File: config.mk
export PLATFORM = sky130hd
export DESIGN_NAME = m_mem_arbiter
export DESIGN_NICKNAME = d
export VERILOG_FILES = /design/src/rtl/m_mem_arbiter_pkg.sv /design/src/rtl/m_mem_arbiter.sv
export SDC_FILE = /design/constraint.sdc
export NUM_CORES = 1
export LEC_CHECK = 0
export ABC_CLOCK_PERIOD_IN_PS = 1400
export CAP_MARGIN = 20
export CORE_AREA = 2 2 79 81
export DETAILED_ROUTE_END_ITERATION = 8
export DIE_AREA = 0 0 81 83
export PLACE_DENSITY = 0.89
export SETUP_SLACK_MARGIN = 0.5
export SLEW_MARGIN = 20
export SYNTH_ARGS = -nofsm -noshare
export SYNTH_HDL_FRONTEND = slang
export SYNTH_SLANG_ARGS = --single-unit
File: constraint.sdc
create_clock -name w_clk -period 1.4 [get_ports w_clk]
set_clock_uncertainty 0.2 [all_clocks]
set_input_delay 0.21 -clock w_clk [delete_from_list [all_inputs] [get_ports w_clk]]
set_output_delay 0.21 -clock w_clk [all_outputs]
set_load 0.01 [all_outputs]
File: src/rtl/m_mem_arbiter_pkg.sv
// Shared definitions for the IF/DM single-port RAM arbiter: default widths,
// the killed-fetch filler word and the response-owner state encodings.
package m_mem_arbiter_pkg;

    localparam int unsigned ARB_ADDR_W     = 11;
    localparam int unsigned ARB_DATA_W     = 32;
    localparam int unsigned ARB_STARVE_MAX = 4;
    localparam logic [31:0] ARB_NOP_WORD   = 32'h0000_0020;

    // Owner of the word the RAM presents on its output in the current cycle
    typedef enum logic [1:0] {
        RSP_NONE = 2'd0,
        RSP_IF   = 2'd1,
        RSP_DM   = 2'd2
    } rsp_e;

endpackage

File: src/rtl/m_mem_arbiter.sv
// Arbiter sharing one synchronous single-port RAM between the fetch (IF) port
// and the load/store (DM) port. DM normally has priority; read data comes back
// one cycle after the grant and is steered to its owner. A taken branch turns
// the in-flight fetch response into a NOP.
// Optional feature: define ARB_STARVE_GUARD_EN to force an IF grant after
// STARVE_MAX consecutive denied fetch cycles.
module m_mem_arbiter
    import m_mem_arbiter_pkg::*;
#(
    parameter int unsigned ADDR_W     = ARB_ADDR_W,
    parameter int unsigned DATA_W     = ARB_DATA_W,
    parameter int unsigned STARVE_MAX = ARB_STARVE_MAX,
    parameter logic [DATA_W-1:0] NOP_WORD = ARB_NOP_WORD
) (
    input  logic              w_clk,
    input  logic              w_rst_n,
    input  logic              w_if_req,
    input  logic [ADDR_W-1:0] w_if_addr,
    input  logic              w_if_kill,
    output logic              w_if_gnt,
    output logic              w_if_stall,
    output logic              r_if_vld,
    output logic [DATA_W-1:0] w_if_rdata,
    input  logic              w_dm_req,
    input  logic              w_dm_we,
    input  logic [ADDR_W-1:0] w_dm_addr,
    input  logic [DATA_W-1:0] w_dm_wdata,
    output logic              w_dm_gnt,
    output logic              r_dm_vld,
    output logic [DATA_W-1:0] w_dm_rdata,
    output logic [ADDR_W-1:0] w_mem_addr,
    output logic              w_mem_we,
    output logic [DATA_W-1:0] w_mem_din,
    input  logic [DATA_W-1:0] w_mem_dout
);

    rsp_e r_rsp;
    rsp_e rsp_next;
    logic r_kill;
    logic starve_force;

`ifdef ARB_STARVE_GUARD_EN
    logic [2:0] r_starve;

    // Count cycles a fetch waits in vain; any IF grant or idle IF clears it
    always_ff @(posedge w_clk) begin
        if (!w_rst_n) begin
            r_starve <= 3'd0;
        end else if (!w_if_req || w_if_gnt) begin
            r_starve <= 3'd0;
        end else if (r_starve != 3'(STARVE_MAX)) begin
            r_starve <= r_starve + 3'd1;
        end
    end

    assign starve_force = w_if_req && (r_starve == 3'(STARVE_MAX));
`else
    assign starve_force = 1'b0;
`endif

    // Grant selection, RAM command mux and next response owner
    always_comb begin
        w_dm_gnt   = w_dm_req & ~starve_force;
        w_if_gnt   = w_if_req & (~w_dm_req | starve_force);
        w_if_stall = w_if_req & ~w_if_gnt;
        w_mem_addr = '0;
        w_mem_we   = 1'b0;
        w_mem_din  = '0;
        rsp_next   = RSP_NONE;
        if (w_dm_gnt) begin
            w_mem_addr = w_dm_addr;
            w_mem_we   = w_dm_we & w_rst_n;
            w_mem_din  = w_dm_wdata;
            if (!w_dm_we) begin
                rsp_next = RSP_DM;
            end
        end else if (w_if_gnt) begin
            w_mem_addr = w_if_addr;
            rsp_next   = RSP_IF;
        end
    end

    // Response owner register; r_kill remembers a kill that arrived together
    // with its own fetch grant, so the response one cycle later is replaced
    always_ff @(posedge w_clk) begin
        if (!w_rst_n) begin
            r_rsp    <= RSP_NONE;
            r_if_vld <= 1'b0;
            r_dm_vld <= 1'b0;
            r_kill   <= 1'b0;
        end else begin
            r_rsp    <= rsp_next;
            r_if_vld <= (rsp_next == RSP_IF);
            r_dm_vld <= (rsp_next == RSP_DM);
            r_kill   <= w_if_kill & w_if_gnt;
        end
    end

    // A kill arriving while the fetch response is on the bus replaces it at
    // once; a kill registered with its grant replaces it one cycle later
    always_comb begin
        w_if_rdata = w_mem_dout;
        if (r_kill || (w_if_kill && (r_rsp == RSP_IF))) begin
            w_if_rdata = NOP_WORD;
        end
        w_dm_rdata = w_mem_dout;
    end

endmodule

==> summary.md <==
| Metric | Value |
|---|---|
| Status | `finished with violations` |
| Failing checks | `negative setup slack` |
| Largest net degree at the start of global routing | `21` |
| Final setup viols | `63` |
| Unique masters post-synth | `15` |
| Pre-CTS setup slack | `-874.4 ps` |
| Leakage | `0.001905 uW` |
| Pwr/cell area | `394.3 nW/um2` |
| Layout fillers | `487` |
| Fin. max-slew vios | `0` |
| Nature of the critical path startpoint | `register` |
| Global placer's final weighted congestion | `0.7525` |
| Synth area leaders | `nor3b_2, buf_4, and2_1, a22o_1, dfxtp_1` |
| Count leader, synth | `and2_1` |
| Slew headroom | `0.8841` |
| Synth cell count leaders | `and2_1, buf_4, nor3b_2` |
| CP max FO | `6` |
| Asr flop ratio synth | `0` |
| Via count | `1805` |
| Die extent in y | `83 um` |
| Worst slew pin tran | `173.9 ps` |
| CORE AREA | `5816 um2` |
| Synth warn | `0` |
| Seq. cell area | `63.81 um2` |
| Endpoints failing hold | `0` |
| Clock buffer depth | `2` |
| Finished Cell Area | `3636 um2` |
| Critical Path RT | `990 ps` |
| Share of cells above drive strength 1 | `0.7971` |
| Setup ws final | `-425.8 ps` |
| Achievable Freq | `547.7 MHz` |
| Hold_buf cts | `0` |
| Antenna diodes | `0` |
| Initial Util | `0.1949` |
| Crit path time final | `1826 ps` |
| DRT iter0 DRCs | `9` |
| Depth of the CTS H-tree | `1` |
| Number of antenna violations at the first check in global routing | `0` |
| Vias per cell | `4.247` |
| Floorplan row count | `28` |
| EDFF count, synth | `0` |
| DRC | `0` |
| Final WL | `6422 um` |
| Unrepaired setup endpoints after global routing | `true` |
| Top-Level Pins | `205` |
| Synthesized area per cell | `8.588 um2` |
| Detailed placement HPWL | `4587 um` |
| Critical Path AT | `1420 ps` |
| Root buffer cell | `clkbuf_8` |
| First-pass GRT wire length | `9370 um` |
| Clock transition at the registers of the reported paths | `30 ps` |
| Hold Path Class | `input port to register` |
| Hold Slack | `76.62 ps` |
| DRT Pass-1 Iters | `4` |
| Final worst path period share | `1.304` |
| Maximum VDD drop | `0.2921 mV` |
| Synth Net Count | `224` |
| Synthesis-to-layout area growth | `220.8%` |
| Top cell type's share of synthesized area | `0.3311` |
| Post-synthesis instance total | `132` |
| Post-synthesis register bit count | `3` |
| Die X | `81 um` |
| DRT antenna net count | `0` |
| Die footprint | `6723 um2` |
| GRT Overall Usage | `0.1769` |
| Total gr overflow | `0` |
| CTS tree | `yes` |
| Fin nets | `443` |
| Post-synth top area cell | `nor3b_2` |
| CP endpoint kind | `output port` |
| Synth Cell Area | `1134 um2` |
| Top FF cell, synth | `dfxtp_1` |
| Max-cap violations | `0` |
| Register area share after synthesis | `0.05298` |
| Port bufs | `204` |
| CTS Buf Count | `3` |
| Sink Count | `3` |
| Crit Path Class | `register to output port` |
| Area of the multi-input gates | `932.1 um2` |
| Post-DP Area | `3278 um2` |
| Drt wl/cell | `15.11 um` |
| Vias in the first global route | `1880` |
==> placed cells by master (no fill, tap or decap), drive strengths merged <==
cell type	instances
dlygate4sd2	54
clkdlybuf4s15	2
a22o	11
nor3b	31
buf	203
clkbuf	4
nor2	1
and3b	1
nor2b	1
and2	34
or3	1
nand2	1
dfxtp	3
and3	2
clkdlybuf4s50	1
==> through the flow <==
| step | setup TNS [ps] | power (uW) | util | std cells |
|---|---|---|---|---|
| floorplan | -203.3 | 530.9 | - | 132 |
| global placement | -68650 | 1126 | 0.5637 | 380 |
| detailed placement | -70860 | 1142 | 0.5637 | 380 |
| CTS | -13660 | 1405 | 0.6052 | 418 |
| global route | -16440 | 1518 | 0.6252 | 425 |
| finish | -13680 | 1434 | 0.6252 | 425 |
==> repair_timing <==
item,4_1_cts,5_1_grt
buffers inserted,25,7
gates resized for setup,740,15
pin swaps,42,30
endpoints found under the setup margin,116,88
gates cloned,9,0
==> worst max-delay path, cell delays in order, from the launching register on <==
cell and delay (ps):
dfxtp_2 310, and3b_2 270, buf_12 150, buf_16 140
nor3b_4 160, buf_2 160
==> final timing paths <==
kind / endpoint / depth (start not counted) / from / slack (ps)
worst max-delay path: w_if_rdata[6] / 5 / r_rsp[0] / -430
worst min-delay path: r_rsp[1] / 2 / w_dm_we / 80
==> sequential cells by signal, summed over array words and instances, names as in the netlist <==
signal	cells
r_rsp	2
r_kill	1
==> routing by layer <==
metal  GRT usage  share of wire
met1      0.1612           0.29
met2      0.3681           0.57
met3     0.05435           0.12
met4     0.02773          0.017
met5           0              0
==> report_power, final <==
part	internal, uW	switching, uW
clock network	194	58.3
registers	89.9	2.40
logic	701	388
total	985	449
==> logic make-up after synthesis <==
| family | count (synthesis) | synth area share |
|---|---|---|
| AND/OR/NAND/NOR | 72 | 0.5640 |
| AO/OA/AOI/OAI | 11 | 0.08499 |
| buffers and inverters | 46 | 0.2980 |
| flip-flops | 3 | 0.05298 |
==> layout make-up <==
| class | count | share of cell area |
|---|---|---|
| clock buffers | 4 | 0.01239 |
| multi-input cells | 83 | 0.2564 |
| repair buffers | 260 | 0.6879 |
| well taps | 75 | 0.02581 |
| flip-flops and latches | 3 | 0.01755 |
Note: power is estimated with default switching activity, not from simulation.
